File: config.mk
export PLATFORM = sky130hd
export DESIGN_NAME = decode_stage_flat
export DESIGN_NICKNAME = d
export VERILOG_FILES = /design/src/rtl/decode_stage_if.sv /design/src/rtl/decode_stage.sv /design/src/flat_wrapper.sv
export SDC_FILE = /design/constraint.sdc
export NUM_CORES = 1
export LEC_CHECK = 0
export CAP_MARGIN = 10
export CELL_PAD_IN_SITES_DETAIL_PLACEMENT = 0
export CELL_PAD_IN_SITES_GLOBAL_PLACEMENT = 1
export CORE_MARGIN = 2
export CORE_UTILIZATION = 32
export CTS_BUF_LIST = sky130_fd_sc_hd__clkbuf_8
export DETAILED_ROUTE_END_ITERATION = 8
export HOLD_SLACK_MARGIN = 0.15
export PLACE_DENSITY = 0.88
export SETUP_SLACK_MARGIN = 0.02
export SLEW_MARGIN = 20
export SYNTH_ARGS = -nofsm -noshare
export SYNTH_HDL_FRONTEND = slang
export SYNTH_SLANG_ARGS = --single-unit
File: constraint.sdc
create_clock -name clk -period 3.3 [get_ports clk]
set_input_delay 0.66 -clock clk [delete_from_list [all_inputs] [get_ports clk]]
set_output_delay 0.66 -clock clk [all_outputs]
set_load 0.01 [all_outputs]
File: src/rtl/decode_stage_if.sv
// IF/ID to ID handshake: instruction bus from fetch, acceptance back from decode.
interface decode_stage_if;
    localparam int unsigned INSTR_W = 16;
    localparam int unsigned PC_W    = 16;

    logic               if_valid;
    logic [INSTR_W-1:0] if_instr;
    logic [PC_W-1:0]    if_pc;
    logic               id_ready;

    // Fetch side drives the instruction and observes acceptance.
    modport master (
        output if_valid,
        output if_instr,
        output if_pc,
        input  id_ready
    );

    // Decode side consumes the instruction and reports acceptance.
    modport slave (
        input  if_valid,
        input  if_instr,
        input  if_pc,
        output id_ready
    );
endinterface

File: src/rtl/decode_stage.sv
// ID stage: register-file addressing, instruction decode, load-use bubble
// insertion and the ID/EX pipeline register.
module decode_stage #(
    parameter int unsigned DATA_W = 16,
    parameter int unsigned AW     = 3
) (
    input  logic              clk,
    input  logic              rst,
    decode_stage_if.slave     fetch,
    input  logic              flush,
    input  logic              ex_hold,
    output logic [AW-1:0]     rf_raddr1,
    output logic [AW-1:0]     rf_raddr2,
    input  logic [DATA_W-1:0] rf_rdata1,
    input  logic [DATA_W-1:0] rf_rdata2,
    output logic              ex_valid,
    output logic [15:0]       ex_pc,
    output logic [2:0]        ex_alu_op,
    output logic [DATA_W-1:0] ex_src_a,
    output logic [DATA_W-1:0] ex_src_b,
    output logic [DATA_W-1:0] ex_store_data,
    output logic [AW-1:0]     ex_rd,
    output logic [AW-1:0]     ex_rs1,
    output logic [AW-1:0]     ex_rs2,
    output logic              ex_reg_write,
    output logic              ex_mem_read,
    output logic              ex_mem_write,
    output logic              ex_illegal,
    output logic [15:0]       stall_count
);
    localparam int unsigned OP_W    = 5;
    localparam int unsigned IMM_W   = 5;
    localparam int unsigned STALL_W = 16;

    localparam logic [OP_W-1:0] OP_NOP     = 5'b00000;
    localparam logic [OP_W-1:0] OP_RR_LAST = 5'b00111;
    localparam logic [OP_W-1:0] OP_RI_LAST = 5'b01111;
    localparam logic [OP_W-1:0] OP_LDD     = 5'b10000;
    localparam logic [OP_W-1:0] OP_STD     = 5'b10001;

    logic [OP_W-1:0]   op;
    logic [2:0]        f_rd;
    logic [2:0]        f_rs1;
    logic [2:0]        f_rs2;
    logic [IMM_W-1:0]  f_imm;
    logic [DATA_W-1:0] imm_sext;

    logic reads1;
    logic reads2;
    logic use_imm;
    logic is_store;
    logic d_reg_write;
    logic d_mem_read;
    logic d_mem_write;
    logic d_illegal;
    logic hz;

    assign op       = fetch.if_instr[15:11];
    assign f_rd     = fetch.if_instr[10:8];
    assign f_rs1    = fetch.if_instr[7:5];
    assign f_rs2    = fetch.if_instr[4:2];
    assign f_imm    = fetch.if_instr[4:0];
    assign imm_sext = {{(DATA_W-IMM_W){f_imm[IMM_W-1]}}, f_imm};

    // Opcode class decode: which ports are read and which control bits fire.
    always_comb begin
        reads1      = 1'b0;
        reads2      = 1'b0;
        use_imm     = 1'b0;
        is_store    = 1'b0;
        d_reg_write = 1'b0;
        d_mem_read  = 1'b0;
        d_mem_write = 1'b0;
        d_illegal   = 1'b0;
        if (op == OP_NOP) begin
            d_illegal = 1'b0;
        end else if (op <= OP_RR_LAST) begin
            reads1      = 1'b1;
            reads2      = 1'b1;
            d_reg_write = 1'b1;
        end else if (op <= OP_RI_LAST) begin
            reads1      = 1'b1;
            use_imm     = 1'b1;
            d_reg_write = 1'b1;
        end else if (op == OP_LDD) begin
            reads1      = 1'b1;
            use_imm     = 1'b1;
            d_reg_write = 1'b1;
            d_mem_read  = 1'b1;
        end else if (op == OP_STD) begin
            reads1      = 1'b1;
            reads2      = 1'b1;
            use_imm     = 1'b1;
            is_store    = 1'b1;
            d_mem_write = 1'b1;
        end else begin
            d_illegal = 1'b1;
        end
    end

    // Register-file addresses; STD routes rd through port 2 as store data.
    assign rf_raddr1 = AW'(f_rs1);
    assign rf_raddr2 = is_store ? AW'(f_rd) : AW'(f_rs2);

    // Load-use hazard: the load in EX targets a register this instruction reads.
    assign hz = ex_valid & ex_mem_read & fetch.if_valid &
                ((reads1 & (ex_rd == rf_raddr1)) | (reads2 & (ex_rd == rf_raddr2)));

    // Acceptance: flush always drops the instruction; otherwise hold or hazard stall it.
    assign fetch.id_ready = ~rst & (flush | (~ex_hold & ~hz));

    // ID/EX register and bubble counter with rst > flush > hold > hazard > normal.
    always_ff @(posedge clk) begin
        if (rst) begin
            ex_valid      <= 1'b0;
            ex_pc         <= '0;
            ex_alu_op     <= '0;
            ex_src_a      <= '0;
            ex_src_b      <= '0;
            ex_store_data <= '0;
            ex_rd         <= '0;
            ex_rs1        <= '0;
            ex_rs2        <= '0;
            ex_reg_write  <= 1'b0;
            ex_mem_read   <= 1'b0;
            ex_mem_write  <= 1'b0;
            ex_illegal    <= 1'b0;
            stall_count   <= '0;
        end else if (flush) begin
            ex_valid     <= 1'b0;
            ex_reg_write <= 1'b0;
            ex_mem_read  <= 1'b0;
            ex_mem_write <= 1'b0;
            ex_illegal   <= 1'b0;
        end else if (ex_hold) begin
            ex_valid <= ex_valid;
        end else if (hz) begin
            ex_valid     <= 1'b0;
            ex_reg_write <= 1'b0;
            ex_mem_read  <= 1'b0;
            ex_mem_write <= 1'b0;
            ex_illegal   <= 1'b0;
            if (stall_count != {STALL_W{1'b1}}) begin
                stall_count <= stall_count + STALL_W'(1);
            end
        end else if (fetch.if_valid) begin
            ex_valid      <= 1'b1;
            ex_pc         <= fetch.if_pc;
            ex_alu_op     <= op[2:0];
            ex_src_a      <= rf_rdata1;
            ex_src_b      <= use_imm ? imm_sext : rf_rdata2;
            ex_store_data <= is_store ? rf_rdata2 : '0;
            ex_rd         <= AW'(f_rd);
            ex_rs1        <= rf_raddr1;
            // Forwarding wants the index actually read on port 2 (rd for STD).
            ex_rs2        <= rf_raddr2;
            ex_reg_write  <= d_reg_write;
            ex_mem_read   <= d_mem_read;
            ex_mem_write  <= d_mem_write;
            ex_illegal    <= d_illegal;
        end else begin
            ex_valid     <= 1'b0;
            ex_reg_write <= 1'b0;
            ex_mem_read  <= 1'b0;
            ex_mem_write <= 1'b0;
            ex_illegal   <= 1'b0;
        end
    end
endmodule
File: src/flat_wrapper.sv
// flat-port wrapper written by rule: the top's interface ports become plain ports
module decode_stage_flat 
#(
    parameter int unsigned DATA_W = 16,
    parameter int unsigned AW     = 3
)
  (clk, rst, flush, ex_hold, rf_raddr1, rf_raddr2, rf_rdata1, rf_rdata2, ex_valid, ex_pc, ex_alu_op, ex_src_a, ex_src_b, ex_store_data, ex_rd, ex_rs1, ex_rs2, ex_reg_write, ex_mem_read, ex_mem_write, ex_illegal, stall_count, fetch_if_valid, fetch_if_instr, fetch_if_pc, fetch_id_ready);
  decode_stage_if fetch_i ();
  input  logic clk;
  input  logic rst;
  input  logic flush;
  input  logic ex_hold;
  output logic [AW-1:0] rf_raddr1;
  output logic [AW-1:0] rf_raddr2;
  input  logic [DATA_W-1:0] rf_rdata1;
  input  logic [DATA_W-1:0] rf_rdata2;
  output logic ex_valid;
  output logic [15:0] ex_pc;
  output logic [2:0] ex_alu_op;
  output logic [DATA_W-1:0] ex_src_a;
  output logic [DATA_W-1:0] ex_src_b;
  output logic [DATA_W-1:0] ex_store_data;
  output logic [AW-1:0] ex_rd;
  output logic [AW-1:0] ex_rs1;
  output logic [AW-1:0] ex_rs2;
  output logic ex_reg_write;
  output logic ex_mem_read;
  output logic ex_mem_write;
  output logic ex_illegal;
  output logic [15:0] stall_count;
  input wire logic [$bits(fetch_i.if_valid)-1:0] fetch_if_valid;
  input wire logic [$bits(fetch_i.if_instr)-1:0] fetch_if_instr;
  input wire logic [$bits(fetch_i.if_pc)-1:0] fetch_if_pc;
  output wire logic [$bits(fetch_i.id_ready)-1:0] fetch_id_ready;
  assign fetch_i.if_valid = fetch_if_valid;
  assign fetch_i.if_instr = fetch_if_instr;
  assign fetch_i.if_pc = fetch_if_pc;
  assign fetch_id_ready = fetch_i.id_ready;
  decode_stage #(.DATA_W(DATA_W), .AW(AW)) u_core (.clk(clk), .rst(rst), .fetch(fetch_i), .flush(flush), .ex_hold(ex_hold), .rf_raddr1(rf_raddr1), .rf_raddr2(rf_raddr2), .rf_rdata1(rf_rdata1), .rf_rdata2(rf_rdata2), .ex_valid(ex_valid), .ex_pc(ex_pc), .ex_alu_op(ex_alu_op), .ex_src_a(ex_src_a), .ex_src_b(ex_src_b), .ex_store_data(ex_store_data), .ex_rd(ex_rd), .ex_rs1(ex_rs1), .ex_rs2(ex_rs2), .ex_reg_write(ex_reg_write), .ex_mem_read(ex_mem_read), .ex_mem_write(ex_mem_write), .ex_illegal(ex_illegal), .stall_count(stall_count));
endmodule
==> summary.md <==
| Metric | Value |
|---|---|
| Non-filler cells, final | `806` |
| Total GRT Usage | `0.177` |
| I/O pin total | `173` |
| Routed wire length | `12500 um` |
| Setup WS post-layout | `203 ps` |
| Synth cell types | `47` |
| Post-route DRC violation count | `0` |
| Initial DRC count | `208` |
| Drt first pass iters | `4` |
| Drt wl/cell | `15.5 um` |
| Maximum resistive drop on vdd | `204 uV` |
| Period minus WS final | `3100 ps` |
| Net Count, Synth | `513` |
| Ys Warns | `0` |
| CTS Buf Count | `9` |
| Avg Vias per Cell | `4.91` |
| Core Footprint | `0.0127 mm^2` |
| Crit end category | `output port` |
| Initial Util | `0.328` |
| # setup viols final | `0` |
| Cell Area, Synth | `0.00415 mm^2` |
| Synth Register Bits | `97` |
| Crit-path leading delay family | `simple AND/OR/NAND/NOR gates` |
| Placed cell area | `0.00624 mm^2` |
| Leak Pwr | `0.00228 uW` |
| Synth Area in Simple Gates | `0.207` |
| Slew HR | `0.628` |
| Htree depth | `3` |
| Grt ovf | `0` |
| Buf/Inv on CP | `2` |
| Outcome | `completed` |
| Skew-Pair Late Insertion Delay | `380 ps` |
| Die X-Extent | `118 um` |
| Layout cell share with drive strength beyond 1 | `0.107` |
| CTS sink count | `97` |
| Seq/Total Area, Yosys | `0.467` |
| Die Y | `118 um` |
| Routed via count | `3960` |
| First-pass GRT wire length | `19900 um` |
| Vias in the first global route | `4001` |
| Crit-path max cell delay | `520 ps` |
| Largest net degree at the start of global routing | `53` |
| XOR/XNOR share of the synthesized area | `0.0127` |
| Layout Nets | `700` |
| Remaining antenna violation count | `0` |
| Highest Clock Rate | `323 MHz` |
| Pwr Total | `2360 uW` |
| Crit path cell chain | `clkdlybuf4s50_1 -> and2_1 -> nand3_1 -> and3b_1 -> o221a_4 -> nor3_2 -> nor2_1 -> nor2_1 -> buf_2` |
| Diode count | `0` |
| Crit start category | `input port` |
| Mux cell area share after synthesis | `0.118` |
| CP Data Required Time | `2640 ps` |
| Max Slew Vio Count | `0` |
| Mapped Avg Cell Area | `9.38 um^2` |
| Ys flop type | `dfxtp_1` |
| Clock Skew | `11.5 ps` |
| Total setup buffers inserted after CTS | `0` |
| Crit-path slowest cell | `clkdlybuf4s50_1` |
| Number of synthesized flops with an enable pin | `0` |
| Placer Congestion | `0.768` |
| Synth Area in Adders | `0.00301` |
| Worst slew pin tran | `556 ps` |
| Place WS | `-403 ps` |
| CTS Buffer Depth | `2` |
| Post-route clock period utilization | `0.939` |
| CTS root buffer | `clkbuf_8` |
| Most Frequent Cell on Critical Path | `nor2_1` |
| Mapped Cells | `443` |
| Clk pin slew, worst setup/hold paths | `80 ps` |
| Cts hold-fix bufs | `0` |
| Initial antenna violation count | `0` |
| Number of port buffers | `172` |
| Pwr per Cell Area | `365 mW/mm^2` |
| Post-detail-place hpwl | `9380 um` |
| Layout area overhead | `55.7%` |
| CP arrival | `2440 ps` |
| Largest family of logic cells by synthesized area | `simple AND/OR/NAND/NOR gates` |
| Die Footprint | `0.0139 mm^2` |
| RSZ-0062 raised after global routing | `no` |
| Critical Setup Path Class | `in2out` |
| Compound-Gate Fraction of Synth Area | `0.136` |
| Peak fanout along the critical path | `4` |
| Hold Fails Final Rpt | `0` |
| Asr flop ratio synth | `0` |
| Fin area | `0.00647 mm^2` |
| Max cap viols | `0` |
| CTS tree | `built` |
| Hold crit path type | `reg2reg` |
| Inst Count DP | `791` |
| Std-Cell Rows | `41` |
==> kinds of logic (layout without fill, tap and decap cells) <==
group | count (synthesis) | after routing
simple gates | 168 | 168
fa+ha+maj | 1 | 1
flops | 97 | 97
mux | 49 | 49
buf+inv | 36 | 227
compound gates | 86 | 86
xor+xnor | 6 | 6
==> power breakdown <==
group | internal, uW | leakage (uW) | switching (uW)
clock network | 383 | 0.000106 | 403
registers | 1200 | 0.000787 | 17.5
logic | 205 | 0.00139 | 153
total | 1790 | 0.00228 | 573
==> layout by cell type (no fill, tap or decap), types with 3 or more instances in the layout <==
master / synthesis / routed
xor2_1: 5 / 5
nand3_1: 25 / 25
nand2_1: 12 / 12
nand2b_1: 17 / 17
buf_4: 6 / 32
o21ai_0: 5 / 5
dlymetal6s2s_1: 0 / 3
dfxtp_1: 97 / 97
o31ai_1: 7 / 7
or4_1: 11 / 11
a21oi_1: 39 / 39
nor3_1: 8 / 6
nor3_4: 1 / 3
mux2i_1: 48 / 47
clkbuf_8: 0 / 11
a211oi_1: 17 / 17
clkdlybuf4s50_1: 0 / 166
nor2_1: 70 / 69
nor2b_1: 7 / 7
nand4_1: 3 / 3
buf_12: 0 / 6
==> timing repair <==
item	4_1_cts	5_1_grt
setup endpoints to repair	2	1
resized for setup	7	8
pin swaps	0	3
==> cell usage after synthesis (all sizes together), types with 2 or more instances <==
master / count / area share
nor2: 70 / 0.063
nand4: 3 / 0.0045
clkbuf: 16 / 0.014
nand2: 12 / 0.011
and3: 2 / 0.0030
nand2b: 17 / 0.026
and3b: 2 / 0.0042
o211ai: 2 / 0.0036
a21oi: 39 / 0.047
a22oi: 2 / 0.0036
a21boi: 2 / 0.0036
or3: 3 / 0.0045
or4: 11 / 0.020
nor2b: 7 / 0.011
buf: 19 / 0.040
nand3: 25 / 0.030
o21ai: 9 / 0.015
dfxtp: 97 / 0.47
a311oi: 2 / 0.0042
xor2: 5 / 0.011
a211oi: 17 / 0.031
nor3: 10 / 0.016
mux2i: 48 / 0.12
o31ai: 7 / 0.013
==> per-layer routing <==
layer	vias to the layer above	global-route usage	wire (um)
li1	1944	-	-
met1	1872	0.192	5120
met4	0	0.0753	298
met2	126	0.316	6260
met3	18	0.0557	836
met5	-	0	0
==> registers in the layout, summed over array words and instances (netlist names), 3 cells and up <==
register,flops
u_core.ex_rs2,3
u_core.ex_src_b,16
u_core.ex_alu_op,3
u_core.ex_rs1,3
u_core.ex_src_a,16
u_core.ex_store_data,16
u_core.ex_pc,16
u_core.stall_count,16
u_core.ex_rd,3
==> per-stage QoR <==
| step | setup TNS, ps | utilization | hold slack, ps |
|---|---|---|---|
| after global placement | -7160 | 0.492 | 456 |
| after detailed placement | -11820 | 0.492 | 463 |
| final | 0 | 0.510 | 474 |
| after CTS | 0 | 0.508 | 477 |
| after global routing | 0 | 0.510 | 500 |
| after floorplan | 0 | - | 489 |
==> worst register-to-register path, delay by kind of cell (launching register included) <==
family	cells	cell delay, ps
AO/OA/AOI/OAI	3	850
flip-flops	1	360
adder cells (fa/ha/maj)	1	300
AND/OR/NAND/NOR	3	930
==> worst paths after layout <==
kind              cells after the start                                  start  slack (ps)                                     to
setup / recovery                      9                     fetch_if_instr[11]         200                         fetch_id_ready
hold / removal                        2  u_core.ex_store_data[10]$_SDFFE_PP0P_         470  u_core.ex_store_data[10]$_SDFFE_PP0P_
setup reg to reg                      7     u_core.stall_count[0]$_SDFFE_PP0P_         780     u_core.stall_count[5]$_SDFFE_PP0P_
hold reg to reg                       2  u_core.ex_store_data[10]$_SDFFE_PP0P_         470  u_core.ex_store_data[10]$_SDFFE_PP0P_
==> area by class of cell <==
cell class	instances	area (um^2)
sequential	97	1940
tap	172	215
inverter	1	3.75
timing repair buffer	211	2100
multi-input combinational	310	2020
clock inverter	4	43.8
fill	1216	6200
clock buffer	11	151
(Power assumes the default switching activity.)
